**config.mk**
```make
export PLATFORM = sky130hd
export DESIGN_NAME = textgen_cell
export DESIGN_NICKNAME = d
export VERILOG_FILES = /design/src/rtl/textgen_pkg.sv /design/src/rtl/textgen_blink.sv /design/src/rtl/textgen_cell.sv
export SDC_FILE = /design/constraint.sdc
export NUM_CORES = 1
export LEC_CHECK = 0
export BUFFER_PORTS_ARGS = -buffer_cell sky130_fd_sc_hd__buf_4
export CAP_MARGIN = 20
export CORE_ASPECT_RATIO = 0.8
export CORE_MARGIN = 8
export CORE_UTILIZATION = 49
export DETAILED_ROUTE_END_ITERATION = 12
export PLACE_DENSITY = 0.79
export SETUP_SLACK_MARGIN = 0.1
export SYNTH_ARGS = -nofsm -noshare
export SYNTH_HDL_FRONTEND = slang
export SYNTH_SLANG_ARGS = --single-unit
```
**constraint.sdc**
```tcl
create_clock -name clk_i -period 3.4 [get_ports clk_i]
set_clock_uncertainty 0.15 [all_clocks]
set_input_delay 0.68 -clock clk_i [delete_from_list [all_inputs] [get_ports clk_i]]
set_output_delay 0.68 -clock clk_i [all_outputs]
set_load 0.01 [all_outputs]
```
**src/rtl/textgen_pkg.sv**
```systemverilog
// Shared constants and helpers for the text-mode pixel generator.
// Holds the CGA palette, attribute field layout and log2 helpers.
package textgen_pkg;

  localparam int TEXTGEN_LAT = 4;

  localparam int ATTR_FG_LSB = 0;
  localparam int ATTR_BG_LSB = 4;
  localparam int ATTR_BLINK  = 7;

  localparam logic [11:0] CGA_PAL [0:15] = '{
    12'h000, 12'h00A, 12'h0A0, 12'h0AA,
    12'hA00, 12'hA0A, 12'hA50, 12'hAAA,
    12'h555, 12'h55F, 12'h5F5, 12'h5FF,
    12'hF55, 12'hF5F, 12'hFF5, 12'hFFF
  };

  function automatic int clog2(input int v);
    int r;
    r = 0;
    for (int i = 0; i < 31; i++)
      if ((1 << i) < v) r = i + 1;
    return r;
  endfunction

  // Geometry is restricted to powers of two, so log2 is exact.
  function automatic int log2(input int v);
    return clog2(v);
  endfunction

endpackage

```
**src/rtl/textgen_blink.sv**
```systemverilog
// Blink phase source: counts vsync rising edges.
// The top bit of the frame counter is the blink phase.
module textgen_blink #(
  parameter int BLINK_BIT = 4
) (
  input  logic clk_i,
  input  logic rst_i,
  input  logic vs_i,
  output logic phase_o
);

  logic                 r_vs;
  logic [BLINK_BIT:0]   r_cnt;

  always_ff @(posedge clk_i or posedge rst_i) begin
    if (rst_i) begin
      r_vs  <= 1'b0;
      r_cnt <= '0;
    end else begin
      r_vs <= vs_i;
      if (vs_i && !r_vs)
        r_cnt <= r_cnt + 1'b1;
    end
  end

  assign phase_o = r_cnt[BLINK_BIT];

endmodule

```
**src/rtl/textgen_cell.sv**
```systemverilog
// Text-mode pixel generator: text RAM -> font ROM -> palette.
// Four register stages, fixed latency, sideband aligned with rgb_o.
module textgen_cell
  import textgen_pkg::*;
#(
  parameter int GLYPH_W   = 8,
  parameter int GLYPH_H   = 8,
  parameter int SCALE     = 1,
  parameter int COLS      = 80,
  parameter int ROWS      = 60,
  parameter int X_W       = 11,
  parameter int BLINK_BIT = 4,
  localparam int TA_W     = clog2(COLS * ROWS),
  localparam int RA_W     = 8 + log2(GLYPH_H)
) (
  input  logic             clk_i,
  input  logic             rst_i,
  input  logic [X_W-1:0]   px_x_i,
  input  logic [X_W-1:0]   px_y_i,
  input  logic             de_i,
  input  logic             hs_i,
  input  logic             vs_i,
  output logic [TA_W-1:0]  txt_addr_o,
  input  logic [15:0]      txt_data_i,
  output logic [RA_W-1:0]  rom_addr_o,
  input  logic [GLYPH_W-1:0] rom_data_i,
  input  logic             cursor_en_i,
  input  logic [7:0]       cursor_col_i,
  input  logic [7:0]       cursor_row_i,
  output logic [11:0]      rgb_o,
  output logic             de_o,
  output logic             hs_o,
  output logic             vs_o
);

  localparam int GW_L = log2(GLYPH_W);
  localparam int GH_L = log2(GLYPH_H);
  localparam int SC_L = log2(SCALE);
  localparam int CW   = X_W - GW_L - SC_L;
  localparam int RW   = X_W - GH_L - SC_L;

  logic [CW-1:0]   w_col;
  logic [RW-1:0]   w_row;
  logic [GW_L-1:0] w_subx;
  logic [GH_L-1:0] w_suby;
  logic            w_inr;
  logic            w_cur;
  logic [TA_W-1:0] w_taddr;
  logic [GW_L-1:0] w_bidx;
  logic            w_phase;
  logic [11:0]     w_fg;
  logic [11:0]     w_bg;
  logic [11:0]     w_rgb;

  logic [GW_L-1:0] r1_subx, r2_subx;
  logic [GH_L-1:0] r1_suby;
  logic [2:0]      r1_sb, r2_sb, r3_sb;
  logic            r1_inr, r2_inr, r3_inr;
  logic            r1_cur, r2_cur, r3_cur;
  logic [7:0]      r2_attr, r3_attr;
  logic            r3_bit;
  logic            r3_phase;

  textgen_blink #(.BLINK_BIT(BLINK_BIT)) u_blink (
    .clk_i   (clk_i),
    .rst_i   (rst_i),
    .vs_i    (vs_i),
    .phase_o (w_phase)
  );

  assign w_col  = px_x_i[X_W-1:GW_L+SC_L];
  assign w_row  = px_y_i[X_W-1:GH_L+SC_L];
  assign w_subx = px_x_i[SC_L +: GW_L];
  assign w_suby = px_y_i[SC_L +: GH_L];

  assign w_inr = (int'(w_col) < COLS) && (int'(w_row) < ROWS);
  assign w_cur = cursor_en_i
              && (int'(w_col) == int'(cursor_col_i))
              && (int'(w_row) == int'(cursor_row_i))
              && (int'(w_suby) >= GLYPH_H - 2);

  // Out-of-range cells address 0 so the RAM is never overrun.
  assign w_taddr = w_inr
    ? TA_W'(int'(w_row) * COLS + int'(w_col))
    : '0;

  assign w_bidx = GW_L'(GLYPH_W - 1) - r2_subx;

  assign w_fg = CGA_PAL[r3_attr[ATTR_FG_LSB +: 4]];
  assign w_bg = CGA_PAL[{1'b0, r3_attr[ATTR_BG_LSB +: 3]}];

  always_comb begin
    w_rgb = w_bg;
    if (!r3_sb[2] || !r3_inr)
      w_rgb = 12'h000;
    else if (r3_cur && !r3_phase)
      w_rgb = w_fg;
    else if (r3_bit && !(r3_attr[ATTR_BLINK] && r3_phase))
      w_rgb = w_fg;
  end

  always_ff @(posedge clk_i or posedge rst_i) begin
    if (rst_i) begin
      r1_subx    <= '0;
      r1_suby    <= '0;
      r1_sb      <= '0;
      r1_inr     <= 1'b0;
      r1_cur     <= 1'b0;
      txt_addr_o <= '0;
      r2_subx    <= '0;
      r2_sb      <= '0;
      r2_inr     <= 1'b0;
      r2_cur     <= 1'b0;
      r2_attr    <= '0;
      rom_addr_o <= '0;
      r3_sb      <= '0;
      r3_inr     <= 1'b0;
      r3_cur     <= 1'b0;
      r3_attr    <= '0;
      r3_bit     <= 1'b0;
      r3_phase   <= 1'b0;
      rgb_o      <= '0;
      de_o       <= 1'b0;
      hs_o       <= 1'b0;
      vs_o       <= 1'b0;
    end else begin
      r1_subx    <= w_subx;
      r1_suby    <= w_suby;
      r1_sb      <= {de_i, hs_i, vs_i};
      r1_inr     <= w_inr;
      r1_cur     <= w_cur;
      txt_addr_o <= w_taddr;

      r2_subx    <= r1_subx;
      r2_sb      <= r1_sb;
      r2_inr     <= r1_inr;
      r2_cur     <= r1_cur;
      r2_attr    <= txt_data_i[15:8];
      rom_addr_o <= {txt_data_i[7:0], r1_suby};

      r3_sb      <= r2_sb;
      r3_inr     <= r2_inr;
      r3_cur     <= r2_cur;
      r3_attr    <= r2_attr;
      r3_bit     <= rom_data_i[w_bidx];
      r3_phase   <= w_phase;

      rgb_o      <= w_rgb;
      de_o       <= r3_sb[2];
      hs_o       <= r3_sb[1];
      vs_o       <= r3_sb[0];
    end
  end

endmodule

```
# [After elaboration in Yosys (flattened, before gate mapping)]
# Memory sizes are Yosys's and may differ from the RTL's.
# Cells that the tools add are included.
# Widths: inputs -> output; s select.
[op_classes] add_sub_neg=3 mul=1 order_cmp=6 n_eq_ne=2 mux=10 bitwise_logic=2 n_reduce_logical=14
[ops] operator="$mux 12" n=7
[ops] operator="$eq 8x8->1" n=2
[ops] operator="$add 13x8->13" n=1
[ops] operator="$mux 13" n=1
[ops] operator="$ge 5x5->1 const B" n=2
[ops] operator="$mul 8x3->9 const B" n=1
[ops] operator="$logic_and 1x1->1" n=8
[ops] operator="$lt 8x6->1 const B" n=1
[ops] operator="$lt 8x7->1 const B" n=1
[ops] operator="$add 5x1->5 const B" n=1
[ops] operator="$logic_not 1->1" n=5
[ops] operator="$not 3->5" n=1
[ops] operator="$not 4->5" n=1
[ops] operator="$lt 3x4->1 const B" n=1
[ops] operator="$bmux 1 s3" n=1
[ops] operator="$ge 3x3->1 const B" n=1
[ops] operator="$sub 3x3->3 const A" n=1
[ops] operator="$logic_or 1x1->1" n=1
[ops] operator="$mux 1" n=1
[totals] regBits=87 mem_bits_ro=384 output_inout_bits=39 wordCells=64 n_memories=2
[mem_list] name="(name not given)" words=16 word_bits=12 rd=1 rd_ports_with_merged_regs=0 write_ports=0 line_no="textgen_cell.sv:90" rtl="assign w_bg = CGA_PAL[{1'b0, r3_attr[ATTR_BG_LSB +: 3]}];"
[mem_list] name="(name not given)" words=16 word_bits=12 rd=1 rd_ports_with_merged_regs=0 write_ports=0 line_no="textgen_cell.sv:89" rtl="assign w_fg = CGA_PAL[r3_attr[ATTR_FG_LSB +: 4]];"

# [Depth between registers and ports, before layout]
[logic_depth] word_depth=7 depth_mapped=8 depth_no_buf=8

# [Hierarchy]
# A second synthesis with hierarchy kept.
[hier_totals] cells_unflattened=229 hier_area_um2=3161.8
[modules_own_cells] mod="textgen_cell" n_inst=1 cells_per_inst=212 area_per_inst_um2=2919.0 seq_area_each_um2=1851.8
[modules_own_cells] mod="textgen_blink" n_inst=1 cells_per_inst=17 area_per_inst_um2=242.7 seq_area_each_um2=150.1

# [Worst setup path after synthesis]
# Ideal clock, no wire load.
[synth_path] path_type="input to register" startpoint="in px_y_i[4]" endpoint="reg txt_addr_o[12]" setup_time_ns=0.126 arrival_time_ns=2.589 required_ns=3.124 path_slack_ns=0.536 cell_stages=8 cell_sequence="ha_1 > ha_1 > fa_1 > a211oi_1 > o22ai_1 > nor4_4 > mux2i_1 > nand3_1"
[synth_between] elab_chain_len=3
[synth_lines] element="from (decl)" line_no="textgen_cell.sv:19" rtl="input logic [X_W-1:0] px_y_i,"
[synth_lines] element="$mul 8x3->9 or $lt 8x6->1 (tied branches)" line_no="textgen_cell.sv:84, textgen_cell.sv:76"
[synth_lines] element="$add 13x8->13 or $logic_and 1x1->1 (tied branches)" line_no="textgen_cell.sv:84, textgen_cell.sv:76"
[synth_lines] element="$mux 13 (*)" line_no="textgen_cell.sv:84" rtl="? TA_W'(int'(w_row) * COLS + int'(w_col))"
[synth_lines] element="named net w_taddr[12]" line_no="textgen_cell.sv:48" rtl="logic [TA_W-1:0] w_taddr;"
[synth_lines] element="to (signal assigned)" line_no="textgen_cell.sv:132" rtl="txt_addr_o <= w_taddr;"
[synth_lines] element="to (decl)" line_no="textgen_cell.sv:23" rtl="output logic [TA_W-1:0] txt_addr_o,"
# Mark *: on every way through the listed nets, which the timed path passes. The rest lies on a longest branch.
# A chain may end at the register's enable or synchronous reset.

# [Worst setup path in the final report]
# Same ends and word-level chain as after synthesis.

==> metrics.txt <==
post-CTS sizing=0; clock buffer depth=2; MaxCap Viol Count=0; Root Buffer=clkbuf_8; largest net degree at the start of global routing=35; ys flop type=dfrtp_1; crit path cell chain=buf_4 -> ha_1 -> ha_1 -> fa_1 -> a211oi_1 -> o22ai_1 -> nor4_4 -> mux2i_1 -> nand3_1; Setup Viol. Count Final=0; Worst Path Max Fanout=4; Setup crit end=txt_addr_o[12]; type of the most critical hold path=reg2reg; status=complete, no violations; RSZ-0062 raised after global routing=no; Vias/cell=4.90; Routed WL=6.97 mm; post-route ant nets=0; power share of the combinational group=17.0%; maximum clock rate=0.350 GHz; CTS tree=done; Mapped Nets=309; Synth Register Bits=79; Syn Std Cell Area=3120 µm²; type of the worst setup path=in2reg; total grt overflow=0; # IOs=107; crit path launch=px_y_i[4]; via count=2079; most repeated library cell on the critical path=ha_1; R2R Path Start=r3_bit; Non-Filler Instances=424; Slew HR=61.4%; die footprint=9200 µm²; ys async rst share=100%; DR pass1 iterations=4; R2R depth=4; fin nets=421; Synth Instances=223; DRC viols=0; Post-synth EDFFs=0; final hold vios=0; die height=87.4 µm; Hold Buf Count CTS=0; vias in the first global route=2309; startpoint types=primary input; cts bufs inserted=9; initial antenna violation count=0; Final period util=84.1%; Post-Syn Area per Cell=14.0 µm²; synthesis-to-layout area growth=33.9%; Synth top area share=63.3%; Pint=0.00154 W; fin area=4180 µm²; Diodes inserted=0; dpl cell area=3990 µm²; worst stage delay on the critical path=440 ps; htree depth=3; post-synthesis cell type count=41; sw frac=26.4%; row cnt=26; cell count after placement=408; Post-CTS Setup Inserts=0; Worst VDD drop=206 µV; Port-buffer cells=106; CP required=3480 ps; Final Wtd Congestion=0.871; Worst Tran Pin Value=579 ps; largest area contributor in the netlist=dfrtp_1; Overall Power=0.00209 W; fin crit period=2860 ps; Syn. warnings=0; Flop pwr share=50.4%; Reg-to-Reg End=rgb_o[6]; Slew Limit Fails=0; FF-to-FF setup slack=1880 ps; Worst setup EP type=flip-flop; clock transition at the registers of the reported paths=80 ps; post-synthesis sequential area ratio=63.3%; layout cells sized above 1=40.6%; HPWL Detailed=5.57 mm; 1st-iter DRT viols=81; Arr. time, crit path=2940 ps; clock power share=32.6%; Synth area leaders=dfrtp_1 63%, ha_1 6.4%, xnor2_1 4.8%; global-route wire length before repair=11.4 mm; DIE WIDTH=105 µm; P_sw=0.000551 W; setup TNS=0 ps; clock latency on the worst-skew pair=350 ps; Worst path slowest cell=fa_1; GRT Util Overall=16.2%; final core utilization=66.6%; hold_sp=r2_attr[6]; Starting Density=49.7%; LEAKAGE=2.03 nW; Power Dens Cells=500 nW/µm²; core area=6280 µm²; WL/cell=16.4 µm; clk sinks=79
[power by group through the flow]
stage | Sequential, W | Clock, W | Combinational [W]
CTS | 0.00105 | 0.000705 | 0.000358
detailed placement | 0.00107 | 0 | 0.000356
global route | 0.00106 | 0.000749 | 0.000394
floorplan | 0.00107 | 0 | 0.000208
global placement | 0.00107 | 0 | 0.000347
finish | 0.00105 | 0.000682 | 0.000355
[final cells by class]
type | instances | area, µm²
Tap cell | 84 | 105
Sequential cell | 79 | 1980
Inverter | 7 | 27.5
Multi-Input combinational cell | 130 | 1070
Timing Repair Buffer | 108 | 811
Clock buffer | 10 | 128
Clock inverter | 6 | 67.6
Fill cell | 466 | 2100
[worst min-delay path by stage]
stage	to	cells past startpoint
after detailed placement	r3_attr[1]	0
after CTS	r3_attr[6]	0
final	r3_attr[6]	0
after global placement	r2_cur	0
after floorplan	hs_o	0
after global routing	rom_addr_o[1]	0
[critical path: cells and delay by family]
kind                     cells  cell delay [ps]
AO/OA/AOI/OAI                2              600
adder cells (fa/ha/maj)      3              960
buffers and inverters        1              130
multiplexers                 1              240
AND/OR/NAND/NOR              2              310
[routing by layer]
layer / part of all wire [%] / GRT usage [%]
met5: 0 / 0
met4: 1.0 / 4.65
met3: 7.8 / 7.10
met2: 49 / 26.9
met1: 42 / 18.6
[cell usage in the layout (no fill, tap or decap), types with 3 or more instances in the layout]
cell type / n
and2_1: 5
a211oi_1: 3
nand4_1: 7
nand2_1: 4
a21oi_1: 3
buf_4: 108
or2_2: 3
nor3_1: 3
nor2b_1: 3
nor2_1: 17
o21ai_0: 5
ha_1: 16
xnor2_1: 17
dfrtp_1: 79
clkbuf_8: 9
mux2i_1: 3
inv_1: 6
xor2_1: 8
[flip-flops by register name, summed over array words and instances, names as in the netlist, 3 cells and up]
signal         count
txt_addr_o        13
rom_addr_o        11
r2_attr            8
r3_attr            8
rgb_o              5
u_blink.r_cnt      5
r1_sb              3
r1_subx            3
r1_suby            3
r2_sb              3
r2_subx            3
r3_sb              3
[stage by stage]
stage / setup slack (ps) / hold slack [ps]
after global routing: 374 / 207
after detailed placement: 187 / 185
final: 542 / 199
after floorplan: 536 / 181
after global placement: 295 / 182
after CTS: 555 / 204
[cell usage after synthesis, types with 3 or more instances]
cell / count
o21ai_0: 5
ha_1: 16
nand4_1: 7
nand2_1: 4
buf_4: 7
nor2_1: 17
xor2_1: 8
mux2i_1: 3
inv_1: 7
dfrtp_1: 79
nor3_1: 3
nor2b_1: 3
xnor2_1: 17
and2_1: 5
or2_2: 3
a21oi_1: 3
a211oi_1: 3
[kinds of logic after synthesis]
logic type / synth area share [%]
compound gates: 5.65
xor+xnor: 7.54
simple gates: 10.1
mux: 3.13
buf+inv: 2.53
fa+ha+maj: 7.70
flops: 63.3
(Power assumes the default switching activity.)
